===== config.mk =====
export PLATFORM = sky130hd
export DESIGN_NAME = circular_buffer
export DESIGN_NICKNAME = d
export VERILOG_FILES = /design/src/rtl/circular_buffer.sv
export SDC_FILE = /design/constraint.sdc
export NUM_CORES = 1
export LEC_CHECK = 0
export CAP_MARGIN = 15
export CORE_AREA = 10 10 130 132
export CTS_BUF_LIST = sky130_fd_sc_hd__clkbuf_4
export DETAILED_ROUTE_END_ITERATION = 10
export DIE_AREA = 0 0 140 142
export GPL_TIMING_DRIVEN = 0
export PLACE_DENSITY = 0.68
export REMOVE_ABC_BUFFERS = 1
export SYNTH_ARGS = -nofsm -noshare
export SYNTH_HDL_FRONTEND = slang
export SYNTH_SLANG_ARGS = --single-unit

===== constraint.sdc =====
create_clock -name clk -period 2.65 [get_ports clk]
set_input_delay 0.265 -clock clk [delete_from_list [all_inputs] [get_ports clk]]
set_output_delay 0.265 -clock clk [all_outputs]
set_load 0.02 [all_outputs]

===== src/rtl/circular_buffer.sv =====
// Circular FIFO buffer with first-word-fall-through output, occupancy count
// and sticky overflow/underflow flags.
//
// Handshake: a write is accepted on a rising clk edge iff wen=1 and ready=1.
// A read is accepted on a rising clk edge iff ren=1 and valid=1. dout shows
// the head word whenever valid=1. A request that is presented while its
// qualifier is low is dropped, and it sets the matching sticky flag.
module circular_buffer #(
  parameter int WIDTH  = 16,
  parameter int ADDR_W = 3
) (
  input  logic              clk,
  input  logic              rst,
  input  logic              wen,
  input  logic [WIDTH-1:0]  din,
  output logic              ready,
  input  logic              ren,
  output logic [WIDTH-1:0]  dout,
  output logic              valid,
  output logic [ADDR_W:0]   count,
  output logic              ovf,
  output logic              udf
);

  localparam int DEPTH = 2 ** ADDR_W;
  localparam logic [ADDR_W:0] FULL_COUNT = (ADDR_W + 1)'(DEPTH);

  logic [WIDTH-1:0]  mem_q [DEPTH];
  logic [ADDR_W-1:0] wptr_q, wptr_d;
  logic [ADDR_W-1:0] rptr_q, rptr_d;
  logic [ADDR_W:0]   count_q, count_d;
  logic              ovf_q, ovf_d;
  logic              udf_q, udf_d;
  logic              wr_ok, rd_ok;

  // Space and data availability come straight from the occupancy register.
  always_comb begin
    ready = (count_q != FULL_COUNT);
    valid = (count_q != '0);
    wr_ok = wen & ready;
    rd_ok = ren & valid;
    dout  = mem_q[rptr_q];
    count = count_q;
    ovf   = ovf_q;
    udf   = udf_q;
  end

  // Next-state for pointers, occupancy and sticky flags; pointers wrap by rollover.
  always_comb begin
    wptr_d  = wptr_q;
    rptr_d  = rptr_q;
    count_d = count_q;
    ovf_d   = ovf_q;
    udf_d   = udf_q;
    if (wr_ok) wptr_d = wptr_q + 1'b1;
    if (rd_ok) rptr_d = rptr_q + 1'b1;
    case ({wr_ok, rd_ok})
      2'b10:   count_d = count_q + 1'b1;
      2'b01:   count_d = count_q - 1'b1;
      default: count_d = count_q;
    endcase
    if (wen && !ready) ovf_d = 1'b1;
    if (ren && !valid) udf_d = 1'b1;
  end

  // Control state register; reset wins over any request in the same cycle.
  always_ff @(posedge clk) begin
    if (rst) begin
      wptr_q  <= '0;
      rptr_q  <= '0;
      count_q <= '0;
      ovf_q   <= 1'b0;
      udf_q   <= 1'b0;
    end else begin
      wptr_q  <= wptr_d;
      rptr_q  <= rptr_d;
      count_q <= count_d;
      ovf_q   <= ovf_d;
      udf_q   <= udf_d;
    end
  end

  // Storage array; contents survive reset, writes in a reset cycle are dropped.
  always_ff @(posedge clk) begin
    if (wr_ok && !rst) begin
      mem_q[wptr_q] <= din;
    end
  end

endmodule


Word-level counts from Yosys, hierarchy flattened. Memories as Yosys holds them, arrays and structs flattened. A register that Yosys moved wholly into a read port is not among the register bits. Index checks and enable logic that the tools add are counted.

Mux-type cells: 5. Shift operators: 0. Equal/unequal tests: 3. Div/mod/pow operators: 0. $add $sub $neg: 4. Bitwise operators: 2. Magnitude comparators: 0. Reduce and logical (&&, ||, !) cells: 8. $mul: 0.

Operators with widths (count): $pmux W4 S2 (1); $add A3 B1 Y3 const B (2); $mux W3 (2); $add A4 B1 Y4 const B (1); $ne A4 B4 Y1 const B (1); $reduce_bool A4 Y1 (1); $sub A4 B1 Y4 const B (1); $logic_and A1 B1 Y1 (3); $logic_not A1 Y1 (3); $and A1 B1 Y1 (2); $eq A2 B1 Y1 const B (1); $eq A2 B2 Y1 const B (1); $mux W1 (2); $reduce_bool A2 Y1 (1).

Input port bits: 20. Output and inout bits: 24. Memories: 1. Memory bits (read-only): 0. Latch bits: 0. Flip-flop bits (word level): 12. Bits in writable memories: 128. Word-level logic and storage cells: 28.

Memory list: mem_q (words 8, bits a word 16, rd ports 1, clocked after Yosys merged registers in 1, wr ports 1, line 28) `logic [WIDTH-1:0] mem_q [DEPTH];`.

Longest topological paths before layout.
Depth after elaboration: 5. Depth in mapped cells: 11. Mapped depth without buffers: 10.

Least setup slack after synthesis. OpenSTA, ideal clock, no wires.

Path kind: register -> register. Start: reg count_q[0] (netlist: count[0]). End: mem mem_q[0][0] (enable). Library setup time: 0.436 ns. Data arrival time: 2.703 ns. Path buffers: 1. Cell stages (with the launch flop): 5. Data required time: 2.214 ns. Clock period less this slack: 3.139 ns. Path slack: -0.489 ns. Path through: dfxtp_1 > or4b_4 > buf_6 > nand2_8 > nor4b_1.

Longest elaborated chain between the ends: 5.

RTL lines: from (decl) (line 31) `logic [ADDR_W:0] count_q, count_d;`; from (signal assigned) (line 77) `count_q <= count_d;`; $ne A4 B4 Y1 (line 38) `ready = (count_q != FULL_COUNT);`; net ready (line 16) `output logic ready,`; $and A1 B1 Y1 (line 40) `wr_ok = wen & ready;`; $logic_and A1 B1 Y1 (line 85) `if (wr_ok && !rst) begin`; $mux W1 (line 85); $mux W1 (not written as such) (line 86) `mem_q[wptr_q] <= din;`; to (decl) (line 28).

The timed path passes the listed nets, and every way through them passes these cells.

==> flow_summary.toml <==
[global_route]
antenna_found_initial = 0
grt_pass1_vias = 2906
grt_pass1_wl_um = 16300
track_usage_pct = 10.8
grt_max_degree = 19
grt_overflow = 0

[synth]
ys_seq_area_share_pct = 74.1
synth_area_um2 = 5590
ys_ff_latch = 143
yosys.area.top_type = "edfxtp_1"
syn_avg_cell_area_um2 = 20.6
ys_types = 35
yosysWarnings = 0
synth_cells = 272
ys_top_cells_by_area = "edfxtp_1 (69%), mux4_2 (13%), dfxtp_1 (5.4%)"
yosys.area.top_type_share_pct = 68.7

[sta]
finalSetupViolations = 0
worstMarginPinSlew_ns = 1.00
fin_tns_setup_ns = 0
final.min_clock_period_ns = 2.51
setup_ws_ns = 0.137
finalCritPeriodShare_pct = 94.8
slew_headroom_pct = 32.5
timing.hold.ws_ns = 0.454
skew_ns = 0.0112
grt_setup_unrepaired = "false"
hold_viol = 0
slew_violations = 0
fmax_ghz = 0.398

[setup_path]
crit_arrival_ns = 2.25
crit_type = "reg2out"
cp_max_fo = 17
worstSetupEndpointType = "output pin"
start_kind = "flip-flop"
worstPathRequired_ns = 2.38

[die]
die-area_um2 = 19900
initial_core_util_pct = 39.1
pin_count = 44
dieHeight_um = 142
core_um2 = 14300
die_x_um = 140
rows = 44

[layout]
nets = 362
final_cells = 534
antenna_cells = 0
postLayoutCoreUtil_pct = 46.3
drive_gt1_share_pct = 33.4
area_growth_pct = 18.6

[clocking]
clk_latency_ns = 0.52
clk_pin_slew_ns = 0.10
clk_path_buf_depth = 2
ctsHtreeMaxLevel = 4
cts_tree = "built"
cts-root-buf = "clkbuf_4"
holdBufCountCts = 0
cts.sinks = 143
numCtsBuffers = 17

[route]
drt_iter0_markers = 205
dr.pass1.iters = 4
wl_per_cell_um = 19.2
vias_per_cell = 5.06
drt_wl_total_um = 10300
num_vias = 2700
route.detailed.drc = 0
antenna_left = 0

[placement]
dp_cells = 498
dp_worst_setup_slack_ns = -0.159
hpwl_um = 6740
port-buffer-count = 43
place_congestion = 0.677

[outcome]
status = "finished clean"

[power_and_ir_drop]
leakage_nw = 2.13
power.density_nw_per_um2 = 805
vdd_drop_max_v = 0.000494

[worst_hold_path]
worstHoldPathType = "in2reg"

[run]
maxCapViolCount = 0
[flip-flops by register name, indices dropped and copies added, names as in the netlist, named ones only]
name	flops
ovf	1
wptr_q	3
rptr_q	3
mem_q	128
count	4
udf	1
[cell type report]
class | count | area, um2
clock buffer | 21 | 158
clock inverter | 11 | 73.8
fill | 1241 | 7680
inverter | 2 | 7.51
multi-input combinational | 113 | 1400
sequential | 143 | 4160
tap | 184 | 230
timing repair buffer | 60 | 603
[critical path: stages, from the launching register on]
cell,delay (ns)
dfxtp_4,0.39
buf_12,0.19
mux4_2,0.52
mux2_2,0.29
dlygate4sd2_1,0.33
[layer usage]
layer	part of all wire [%]	GRT usage, %	wire, um
met5	0	0	0
met4	1.4	4.08	140
met3	6.2	4.51	640
met2	51	17.8	5210
met1	42	12.5	4260
[cells by family after synthesis]
| logic type | after synthesis | synth area share, % |
|---|---|---|
| AO/OA/AOI/OAI | 10 | 1.05 |
| buffers and inverters | 16 | 1.77 |
| adder cells (fa/ha/maj) | 5 | 1.12 |
| flip-flops | 143 | 74.1 |
| multiplexers | 50 | 16.5 |
| AND/OR/NAND/NOR | 41 | 4.27 |
| XOR/XNOR | 7 | 1.23 |
[synth_stat cells, drive strengths merged]
cell type	n
o21ai	3
or4	1
edfxtp	128
o31ai	1
nor2b	1
nor4b	2
nand3	5
nand3b	1
mux4	32
dfxtp	15
a21oi	4
buf	10
xor2	7
clkbuf	4
mux2i	1
a31oi	2
nor3	4
nand2	7
mux2	17
ha	5
or3	1
or4b	1
nor4bb	1
nor2	16
inv	2
nor4	1
[metrics by stage]
step                area, um2  total power [mW]
finish                   6630              5.34
global route             6630              5.65
CTS                      6610              5.40
detailed placement       6360              4.26
global placement         6160              4.20
floorplan                5500              3.68
[worst paths after layout]
kind              startpoint            to  slack [ns]  cells after the start
setup / recovery   flip-flop       dout[3]        0.14                      4
hold / removal           ren     flip-flop        0.45                      3
setup reg to reg    count[0]  mem_q[4][14]        0.18                      5
hold reg to reg          udf           udf        0.49                      2
[repair_timing]
action                     4_1_cts  5_1_grt
resized for setup               19        7
setup buffers                    4        0
setup endpoints to repair       16        8
[power breakdown]
group	total [mW]	internal, mW	switching (mW)
sequential	2.69	2.57	0.120
combinational	1.48	0.777	0.703
clock	1.17	0.483	0.684
[layout by cell type, fill, tap and decap left out, types with 3 or more instances in the layout]
cell type	n
a21oi_1	3
ha_1	3
nor2_2	3
mux4_2	32
nor3_2	3
clkdlybuf4s50_1	27
dlygate4sd2_1	16
dfxtp_2	4
buf_4	6
clkbuf_4	21
xor2_1	6
edfxtp_1	128
buf_6	6
mux2_2	16
nand3_1	4
dfxtp_1	9
buf_8	4
nand2_1	5
clkinv_1	5
nor2_1	13
clkinv_2	5
Power figures use the tool's default switching activity.
